$ cat src/rtl/div_iter_pkg.sv
// Shared definitions for the iterative divider: FSM state encoding and the
// EX-stage operation codes the controller decodes into start/signed_div.
// Ports: none (package).
package div_iter_pkg;

    typedef enum logic [1:0] {
        DIV_IDLE   = 2'd0,
        DIV_BYZERO = 2'd1,
        DIV_RUN    = 2'd2,
        DIV_DONE   = 2'd3
    } div_state_t;

    // Operation codes decoded by the EX controller into start/signed_div.
    localparam logic [7:0] EXE_DIV_OP  = 8'b0001_1010;
    localparam logic [7:0] EXE_DIVU_OP = 8'b0001_1011;

endpackage

$ cat src/rtl/div_iter.sv
// Radix-2 restoring divider for DIV/DIVU, returns {remainder, quotient}.
// Latency: WIDTH+1 cycles from accepted start to ready (2 cycles for divisor zero).
// Backpressure: holds the pipeline through busy; start is only sampled in IDLE.
// Ports: clk, rst (sync, active-high), start, signed_div, dividend, divisor,
//        annul (abort), busy, ready (1-cycle pulse), result {HI, LO}.
module div_iter
    import div_iter_pkg::*;
#(
    parameter int WIDTH = 32
) (
    input  logic                 clk,
    input  logic                 rst,
    input  logic                 start,
    input  logic                 signed_div,
    input  logic [WIDTH-1:0]     dividend,
    input  logic [WIDTH-1:0]     divisor,
    input  logic                 annul,
    output logic                 busy,
    output logic                 ready,
    output logic [2*WIDTH-1:0]   result
);

    localparam int CW = $clog2(WIDTH) + 1;

    div_state_t          state;
    logic [CW-1:0]       counter;
    logic [2*WIDTH:0]    pr;        // {partial remainder (WIDTH+1), dividend/quotient (WIDTH)}
    logic [WIDTH-1:0]    dvs;       // divisor magnitude
    logic                sign_q;
    logic                sign_r;

    logic [WIDTH-1:0]    a_mag;
    logic [WIDTH-1:0]    b_mag;
    logic [2*WIDTH:0]    sh;
    logic [WIDTH+1:0]    diff;
    logic [2*WIDTH:0]    pr_step;
    logic [WIDTH-1:0]    q_fix;
    logic [WIDTH-1:0]    r_fix;
    logic                last;

    function automatic logic [WIDTH-1:0] neg(input logic [WIDTH-1:0] v);
        return ~v + WIDTH'(1);
    endfunction

    always_comb begin
        a_mag   = (signed_div && dividend[WIDTH-1]) ? neg(dividend) : dividend;
        b_mag   = (signed_div && divisor[WIDTH-1])  ? neg(divisor)  : divisor;

        sh      = pr << 1;
        // One guard bit above the shifted upper half so the borrow is exact
        // even when the shifted partial remainder reaches 2^WIDTH.
        diff    = {1'b0, sh[2*WIDTH:WIDTH]} - {2'b00, dvs};
        pr_step = diff[WIDTH+1] ? sh : {diff[WIDTH:0], sh[WIDTH-1:1], 1'b1};

        q_fix   = sign_q ? neg(pr_step[WIDTH-1:0])       : pr_step[WIDTH-1:0];
        r_fix   = sign_r ? neg(pr_step[2*WIDTH-1:WIDTH]) : pr_step[2*WIDTH-1:WIDTH];
        last    = (counter == CW'(WIDTH - 1));
    end

    always_ff @(posedge clk) begin
        if (rst) begin
            state   <= DIV_IDLE;
            counter <= '0;
            pr      <= '0;
            dvs     <= '0;
            sign_q  <= 1'b0;
            sign_r  <= 1'b0;
            busy    <= 1'b0;
            ready   <= 1'b0;
            result  <= '0;
        end else begin
            ready <= 1'b0;
            case (state)
                DIV_IDLE: begin
                    if (start && !annul) begin
                        pr      <= {(WIDTH+1)'(0), a_mag};
                        dvs     <= b_mag;
                        sign_q  <= signed_div & (dividend[WIDTH-1] ^ divisor[WIDTH-1]);
                        sign_r  <= signed_div & dividend[WIDTH-1];
                        counter <= '0;
                        busy    <= 1'b1;
                        state   <= (divisor == '0) ? DIV_BYZERO : DIV_RUN;
                    end
                end
                DIV_BYZERO: begin
                    busy <= 1'b0;
                    if (annul) begin
                        state <= DIV_IDLE;
                    end else begin
                        result <= '0;
                        ready  <= 1'b1;
                        state  <= DIV_DONE;
                    end
                end
                DIV_RUN: begin
                    if (annul) begin
                        busy    <= 1'b0;
                        counter <= '0;
                        state   <= DIV_IDLE;
                    end else begin
                        pr      <= pr_step;
                        counter <= counter + CW'(1);
                        // Fix-up is folded into the final step so result is
                        // already valid in the DONE cycle alongside ready.
                        if (last) begin
                            busy   <= 1'b0;
                            ready  <= 1'b1;
                            result <= {r_fix, q_fix};
                            state  <= DIV_DONE;
                        end
                    end
                end
                DIV_DONE: begin
                    state <= DIV_IDLE;
                end
                default: begin
                    busy  <= 1'b0;
                    state <= DIV_IDLE;
                end
            endcase
        end
    end

endmodule
$ cat config.mk
export PLATFORM = sky130hd
export DESIGN_NAME = div_iter
export DESIGN_NICKNAME = d
export VERILOG_FILES = /design/src/rtl/div_iter_pkg.sv /design/src/rtl/div_iter.sv
export SDC_FILE = /design/constraint.sdc
export NUM_CORES = 1
export LEC_CHECK = 0
export CORE_UTILIZATION = 45
export CTS_CLUSTER_DIAMETER = 80
export DETAILED_ROUTE_END_ITERATION = 16
export GPL_TIMING_DRIVEN = 0
export PLACE_DENSITY = 0.66
export SETUP_SLACK_MARGIN = 0.2
export SLEW_MARGIN = 30
export SYNTH_ARGS = -nofsm -noshare
export SYNTH_HDL_FRONTEND = slang
export SYNTH_SLANG_ARGS = --single-unit
export TNS_END_PERCENT = 30
$ cat constraint.sdc
create_clock -name clk -period 12.6 [get_ports clk]
set_input_delay 1.26 -clock clk [delete_from_list [all_inputs] [get_ports clk]]
set_output_delay 1.26 -clock clk [all_outputs]
set_load 0.02 [all_outputs]
## Word-level counts from Yosys, hierarchy flattened

Index checks and enable logic that the tools add are counted.

| storage, ports and cells | value |
|---|---|
| output and inout port bits | 66 |
| bits in registers | 172 |
| logic and storage cells | 75 |

| operators by class | value |
|---|---|
| eq/ne operators | 9 |
| bitwise gates (word level) | 7 |
| add/subtract/negate cells | 6 |
| muxes and demuxes | 29 |
| reductions and logical operators | 15 |

Operator list:

| kind | count |
|---|---|
| $mux W64 | 6 |
| $pmux W64 S2 | 2 |
| $add A32 B1 Y32 const B | 4 |
| $mux W32 | 4 |
| $not A32 Y32 | 4 |
| $sub A33 B32 Y34 | 1 |
| $logic_not A32 Y1 | 1 |
| $mux W6 | 2 |
| $pmux W6 S2 | 1 |
| $mux W2 | 5 |
| $ne A2 B2 Y1 const B | 4 |
| $pmux W2 S4 | 1 |
| $add A6 B1 Y6 const B | 1 |
| $eq A6 B5 Y1 const B | 1 |
| $mux W1 | 6 |
| $reduce_and A2 Y1 | 3 |
| $reduce_and A3 Y1 | 2 |
| $eq A2 B2 Y1 const B | 2 |
| $reduce_and A4 Y1 | 1 |
| $reduce_bool A2 Y1 | 2 |
| $logic_and A1 B1 Y1 | 3 |
| $ne A3 B3 Y1 const B | 1 |
| $pmux W1 S3 | 1 |
| $reduce_bool A3 Y1 | 1 |
| other kinds (6) | 7 |

## Longest topological paths before layout

Gate-level depths: netlist of the first run.

| logic depth | value |
|---|---|
| word-level depth | 8 |
| depth in mapped cells | 22 |

## Least setup slack after synthesis of the first run

No wires, ideal clock.

| timing path | value |
|---|---|
| path type | flip-flop to flip-flop |
| start point | register pr[47] |
| end point | register result[62] |
| stages on the path, launching flop included | 20 |
| data arrival time | 4.316 ns |
| path slack | 8.167 ns |
| period minus slack after synthesis | 4.433 ns |
| cell sequence | dfxtp_1 -> ha_1 -> buf_6 -> a21oi_2 -> o21ai_2 -> a2111oi_2 -> o211a_4 -> nand2_4 -> buf_4 -> buf_2 -> buf_1 -> o21ai_0 -> ha_1 -> nand4_1 -> or4_1 -> a211o_1 -> nand3b_4 -> o21ai_2 -> xnor2_1 -> a22o_1 |

| on the way | value |
|---|---|
| word-level cells in the longest chain between the ends | 8 |

Ends and longest elaborated chain:

| item | RTL line | RTL |
|---|---|---|
| start: declaration | div_iter.sv:27 | `logic [2*WIDTH:0] pr;` |
| start signal: assignment | div_iter.sv:76 | `pr <= {(WIDTH+1)'(0), a_mag};` |
| start signal: assignment | div_iter.sv:101 | `pr <= pr_step;` |
| $sub A33 B32 Y34 | div_iter.sv:52 | `diff = {1'b0, sh[2*WIDTH:WIDTH]} - {2'b00, dvs};` |
| $mux W64 * | div_iter.sv:53 | `pr_step = diff[WIDTH+1] ? sh : {diff[WIDTH:0], sh[WIDTH-1:1], 1'b1};` |
| $not A32 Y32 | div_iter.sv:42 | `return ~v + WIDTH'(1);` |
| $add A32 B1 Y32 | div_iter.sv:42 |  |
| $mux W32 * | div_iter.sv:56 | `r_fix = sign_r ? neg(pr_step[2*WIDTH-1:WIDTH]) : pr_step[2*WIDTH-1:WIDTH];` |
| $mux W64 * | div_iter.sv:105 | `if (last) begin` |
| $mux W64 * | div_iter.sv:96 | `if (annul) begin` |
| $pmux W64 S2 * | div_iter.sv:73 | `case (state)` |
| end signal: assignment | div_iter.sv:108 | `result <= {r_fix, q_fix};` |
| end: declaration | div_iter.sv:20 | `output logic [2*WIDTH-1:0] result` |

Every way passes the cells marked *; elsewhere a longest branch is shown, timed or not. The select of a mux whose other input is x is not followed.
A chain may end at the register's enable or synchronous reset.

## Worst setup path in the final report of the first run

| timing path | value |
|---|---|
| start point | register dvs[27] |
| end point | register result[56] |

| on the way | value |
|---|---|
| word-level cells in the longest chain between the ends | 8 |

Ends and longest elaborated chain:

| item | RTL line | RTL |
|---|---|---|
| start: declaration | div_iter.sv:28 | `logic [WIDTH-1:0] dvs;` |
| start signal: assignment | div_iter.sv:77 | `dvs <= b_mag;` |
| $sub A33 B32 Y34 * | div_iter.sv:52 |  |
| $mux W64 * | div_iter.sv:53 |  |
| $not A32 Y32 | div_iter.sv:42 |  |
| $add A32 B1 Y32 | div_iter.sv:42 |  |
| $mux W32 * | div_iter.sv:56 |  |
| $mux W64 * | div_iter.sv:105 |  |
| $mux W64 * | div_iter.sv:96 |  |
| $pmux W64 S2 * | div_iter.sv:73 |  |

Marked as above.

==> results.ini, run 1 <==
[final_layout]
layout_common_cells=211 x nand2_1, 209 x nor2_1, 172 x dfxtp_1
fin_cells=2097
layout.nets=1861
final_common_cell=nand2_1
finalInstanceArea_um2=14300
drive_gt1_share_pct=5.45
syn_to_final_growth_pct=20.1
n_antenna_cell=0

[timing]
worst_pin_slew_ns=0.978
relSlewSlack_pct=34.3
fmax_mhz=174
hold_viol_final=0
rsz0062_at_grt=no
fin_crit_sh_pct=45.5
finalSetupTns_ns=0
finalWorstPathRequiredPeriod_ns=5.74
setup_viol=0
fin_skew_ns=0.0200
slew_violations=0

[critical_path]
critPathRequiredTime_ns=12.93
critPathArrivalTime_ns=6.07
r2r_cells=21
cp_cell_sequence=inv_1, ha_1, buf_2, nand4_2, nor4_4, nand2_1, a21o_1, nand2_4, buf_4, buf_2, buf_1, a21oi_1, inv_1, ha_1, nand4_1, or4_1, a211o_1, nand2b_1, o21ai_1, xnor2_1, o21ai_1
start_kind=register
ff2ff_setup_slack_ns=6.86
r2r_start=dvs[27]
max_stage_delay_ns=0.59
critical_path_class=register to register
cp_max_fo=10
worstSetupEndpointType=register
slowest_stage=buf_1
r2r_end=result[56]

[routing]
postRouteAntennaNets=0
wl_per_cell_um=18.9
vias=12300
drc=0
viasPerCell=5.84
routed_wirelength_mm=39.6
drt_first_pass_iters=5
first_iter_violations=1096

[cts]
h-tree-depth=4
clkSinkCount=172
clk_pin_slew_worst_paths_ns=0.08
cts_made_buffers=17
cts_tree=done
clock_latency_ns=0.45
cts_hold_buf=0
cts-root-buf=clkbuf_16
cts_resized=0
cts_setup_buffers=0
clockBufferDepth=2

[global_route]
grt_pass1_wl_mm=61.7
met1_usage_pct=42.1
grt_pass1_vias=11200
use_met3_pct=5.17
grt_max_degree=22
grt_util_met2_pct=44.7
antenna_found_initial=1
groute.usage.overall_pct=29.5
grt_overflow_total=0
top_usage_layer=met2

[worst_hold_path]
hold_end=result[60]
holdPathStages=2
hold_path_class=register to register
min_from=result[60]

[synthesis]
synth_top_family_by_area=compound AO/OA/AOI/OAI gates
ys_seq_elements=172
ys_seq_area_share_pct=28.9
synth_fa_ha_area_share_pct=4.58
yosys.area_share.simple_pct=23.5
ys.flop_type=dfxtp_1
muxShareOfSynthArea_pct=2.08
synth_compound_area_share_pct=25.7
synth_xor_area_share_pct=10.0
synth_warnings=0
syn_inst=1597
synth-edff-count=0
syn_area_per_cell_um2=7.45
netlist_area_um2=11900
yosys.cell_types.count=90
postSynth.asyncResetShare_pct=0
syn-num-nets=1709

[placed_design]
post_dp_cell_area_um2=13700
place_inst=2065
hpwlAfterDp_mm=31.4
port_buffers=133
place.gp.congestion=0.961

[floorplanning]
core_um2=26000
num_rows=59
start_util_pct=45.8
ioPinCount=135
dieHeight_um=165
dieArea_um2=27100
dieWidth_um=165

[power]
power.density_nw_per_um2=166
power_mw=2.37
irDropWorstVdd_uv=96.8
p_comb_share_pct=48.6
p_seq_share_pct=27.8
switching_share_pct=46.4
p_int_mw=1.27
p_leak_nw=5.11
p_sw_mw=1.10
clkPwrFrac_pct=23.6

[outcome]
status=finished clean

[run]
cap_viol_max_count=0

## routing by layer
| layer | up-vias | part of all wire (%) |
|---|---|---|
| met5 | - | 0.033 |
| li1 | 5960 | - |
| met4 | 2 | 2.7 |
| met1 | 5703 | 46 |
| met2 | 508 | 42 |
| met3 | 81 | 8.5 |
## power by group through the flow
stage | Clock, mW | Combinational, mW | Sequential [mW]
global route | 0.590 | 1.26 | 0.665
finish | 0.561 | 1.15 | 0.660
global placement | 0 | 1.12 | 0.667
floorplan | 0 | 0.822 | 0.645
CTS | 0.565 | 1.13 | 0.656
detailed placement | 0 | 1.12 | 0.669
## synth_stat cells, drive strengths merged, types with 3 or more instances
cell type | number | area (um2)
a211o | 4 | 43.8
nor3b | 9 | 67.6
or3 | 23 | 144
a21o | 8 | 60.1
dfxtp | 172 | 3440
buf | 28 | 154
nand4b | 5 | 58.8
nand2 | 212 | 803
o31ai | 24 | 194
o41ai | 11 | 119
xor2 | 54 | 473
o21bai | 5 | 37.5
o211ai | 9 | 72.6
nor2 | 210 | 791
o21a | 7 | 52.6
xnor2 | 82 | 718
ha | 42 | 526
a2111oi | 3 | 38.8
and3 | 7 | 43.8
a311oi | 11 | 96.3
nand3b | 7 | 65.1
nor3 | 25 | 125
inv | 54 | 203
a211oi | 30 | 230
a21oi | 128 | 674
and2 | 9 | 56.3
or4 | 10 | 75.1
mux2i | 18 | 180
clkbuf | 70 | 264
o31a | 3 | 26.3
nor4 | 15 | 128
o211a | 3 | 37.5
or2 | 6 | 37.5
nand3 | 19 | 95.1
a31oi | 12 | 75.1
a22oi | 59 | 448
nor2b | 11 | 68.8
nand2b | 14 | 87.6
mux2 | 6 | 67.6
nand4 | 15 | 100
o21ai | 129 | 653
## metrics by stage
step                      worst slack [ns]  hold WS (ns)  util [%]
after floorplan                       8.17         0.432         -
after global routing                  6.61         0.477      55.0
after detailed placement              7.05         0.443      52.5
after CTS                             7.03         0.454      55.0
after global placement                7.12         0.437      52.5
final                                 6.86         0.451      55.0
## how the worst max path moves through the flow
stage                  from         end  slack (ns)  cells after the start
finish              dvs[27]  result[56]        6.86                     21
detailed placement  dvs[27]  result[56]        7.05                     21
floorplan            pr[47]  result[62]        8.17                     19
global route         pr[39]  result[56]        6.61                     19
global placement    dvs[27]  result[62]        7.12                     21
CTS                 dvs[27]  result[62]        7.03                     21
## cell type report
cell class / instances / area (um2)
buffer: 98 / 418
fill: 2521 / 11700
timing repair buffer: 133 / 1330
inverter: 54 / 203
tap: 335 / 419
multi-input combinational: 1273 / 7840
clock buffer: 17 / 425
clock inverter: 15 / 211
sequential: 172 / 3440
## registers in the layout (all words and copies together) (netlist names)
name and count:
busy 1, counter 6, dvs 32, pr 64, ready 1, result 64
sign_q 1, sign_r 1, state 2
## critical path: cells and delay by family (launching register included)
| kind | cells | cell delay [ns] |
|---|---|---|
| AND/OR/NAND/NOR | 7 | 1.78 |
| buffers and inverters | 6 | 1.56 |
| AO/OA/AOI/OAI | 5 | 1.18 |
| adder cells (fa/ha/maj) | 2 | 0.56 |
| flip-flops | 1 | 0.34 |
| XOR/XNOR | 1 | 0.18 |
## cells by family (layout without fill, tap and decap cells)
group / after synthesis / count (layout)
and+or+nand+nor: 602 / 602
muxes: 24 / 24
xor gates and xnor gates: 136 / 136
AOI/OAI and AO/OA: 468 / 468
DFF: 172 / 172
buffers and inverters: 152 / 317
adders and majority gates: 43 / 43
Note: power is estimated with default switching activity, not from simulation.
==> run 2, diff against run 1 <==
--- a/config.mk
+++ b/config.mk
@@ -9,7 +9,7 @@
 export CTS_CLUSTER_DIAMETER = 80
 export DETAILED_ROUTE_END_ITERATION = 16
 export GPL_TIMING_DRIVEN = 0
-export PLACE_DENSITY = 0.66
+export PLACE_DENSITY = 0.69
 export SETUP_SLACK_MARGIN = 0.2
 export SLEW_MARGIN = 30
 export SYNTH_ARGS = -nofsm -noshare
==> constraint.sdc (replaced) <==
create_clock -name clk -period 5.07 [get_ports clk]
set_input_delay 0.507 -clock clk [delete_from_list [all_inputs] [get_ports clk]]
set_output_delay 0.507 -clock clk [all_outputs]
set_load 0.02 [all_outputs]
==> results.ini, run 2 (synthesized netlist as in run 1, its figures left out) <==
[power]
power_mw=6.00
clkPwrFrac_pct=21.6
p_int_mw=3.27
p_seq_share_pct=27.3
irDropWorstVdd_uv=259
switching_share_pct=45.5
power.density_nw_per_um2=414
p_comb_share_pct=51.1
p_leak_nw=5.20
p_sw_mw=2.73

[timing]
hold_viol_final=0
hold_ws_ns=0.449
worst_pin_slew_ns=0.790
fin_skew_ns=0.0171
finalWorstPathRequiredPeriod_ns=4.79
fmax_mhz=209
setup_ws_ns=0.283
rsz0062_at_grt=no
finalSetupTns_ns=0
setup_viol=0
relSlewSlack_pct=47.4
slew_violations=0
fin_crit_sh_pct=94.4

[cts]
cts_hold_buf=0
clock_latency_ns=0.44
cts_made_buffers=17
cts_tree=done
clk_pin_slew_worst_paths_ns=0.07
clkSinkCount=172
h-tree-depth=4
cts-root-buf=clkbuf_16
clockBufferDepth=2

[placed_design]
hpwlAfterDp_mm=31.3
place_inst=2065
port_buffers=133
place.gp.congestion=1.01
pre_cts_ws_ns=-0.548

[global_route]
grt_pass1_wl_mm=61.4
grt_overflow_total=0
grt_max_degree=18
grt_pass1_vias=11400
groute.usage.overall_pct=29.2
antenna_found_initial=1

[final_layout]
fin_cells=2111
reg_top3=pr: 64 flops, result: 64 flops, dvs: 32 flops
layout.nets=1875
syn_to_final_growth_pct=21.8
layout_common_cells=211 x nand2_1, 207 x nor2_1, 169 x dfxtp_1
final_common_cell=nand2_1
fillers=2505
drive_gt1_share_pct=7.38
n_antenna_cell=0

[floorplanning]
dieArea_um2=27100
dieHeight_um=165
ioPinCount=135
start_util_pct=45.8
num_rows=59
dieWidth_um=165
core_um2=26000

[routing]
routed_wirelength_mm=39.9
drc=0
vias=12600
wl_per_cell_um=18.9
first_iter_violations=1127
viasPerCell=5.96
postRouteAntennaNets=0
drt_first_pass_iters=5

[outcome]
status=finished clean

[critical_path]
critical_path_class=register to register
critPathArrivalTime_ns=5.12
cp_max_fo=10
critPathRequiredTime_ns=5.40
worstSetupEndpointType=register
start_kind=register

[run]
cap_viol_max_count=0

[worst_hold_path]
hold_path_class=register to register

[run 2: cell count changes in the layout (fill, tap and decap cells not counted), moves of 3 or more]
cell / before / now
dfxtp_2: 0 / 3
inv_1: 53 / 49
buf_2: 18 / 7
dfxtp_1: 172 / 169
inv_2: 1 / 5
clkinv_8: 6 / 2
inv_12: 3 / 0
buf_4: 3 / 22
buf_6: 2 / 5
[run 2: layout make-up]
type | count | area [um2] | area share, %
Buffer | 98 | 480 | 3.31
Tap cell | 335 | 419 | 2.89
Inverter | 54 | 203 | 1.40
Clock inverter | 13 | 133 | 0.915
Multi-Input combinational cell | 1273 | 7940 | 54.8
Timing Repair Buffer | 147 | 1440 | 9.91
Clock buffer | 19 | 443 | 3.05
Sequential cell | 172 | 3450 | 23.8
[run 2: worst max-delay path, stage by stage (launching register included)]
cell and delay [ns]:
dfxtp_1 0.34, inv_1 0.11, ha_1 0.29, buf_4 0.17, nand4_1 0.16, nor4_4 0.06, buf_4 0.15, a2111oi_4 0.39
o211a_4 0.25, nand2_4 0.10, buf_12 0.15, buf_6 0.15, buf_8 0.17, nor2_2 0.10, a21oi_2 0.07, inv_2 0.08
ha_4 0.15, nand4_1 0.14, or4_4 0.59, a211o_4 0.38, nand3b_4 0.20, o21ai_2 0.17, xnor2_1 0.09, a22o_1 0.22
[run 2: layer usage]
layer | up-vias | wire length (um) | GRT usage, %
met5 | - | 8 | 0
met4 | 2 | 1140 | 10.3
met3 | 79 | 3440 | 5.17
met2 | 592 | 17300 | 44.7
met1 | 5905 | 18000 | 40.9
li1 | 6000 | - | -
[run 2: timing repair]
item | in CTS | in global routing
setup buffers | 4 | 10
gates resized for setup | 17 | 34
pin swaps | 4 | 9
endpoints found under the setup margin | 20 | 18
[run 2: final timing paths]
check	depth (start not counted)	from	endpoint	slack [ns]
setup / recovery	23	dvs[23]	result[62]	0.28
hold / removal	2	result[54]	result[54]	0.45
setup reg to reg	23	dvs[23]	result[62]	0.28
hold reg to reg	2	result[54]	result[54]	0.45
[run 2: power by group through the flow]
stage	clock, mW	sequential [mW]	combinational (mW)
floorplan	0	1.60	2.04
global placement	0	1.65	2.77
detailed placement	0	1.66	2.81
CTS	1.31	1.63	2.89
global route	1.36	1.65	3.33
finish	1.30	1.64	3.07
[run 2: stage by stage]
| stage | area, um2 | util (%) |
|---|---|---|
| 3_5_place_dp | 13700 | 52.5 |
| 2_1_floorplan | 11900 | - |
| 5_1_grt | 14500 | 55.8 |
| 6_report | 14500 | 55.8 |
| 3_3_place_gp | 13700 | 52.5 |
| 4_1_cts | 14300 | 55.1 |
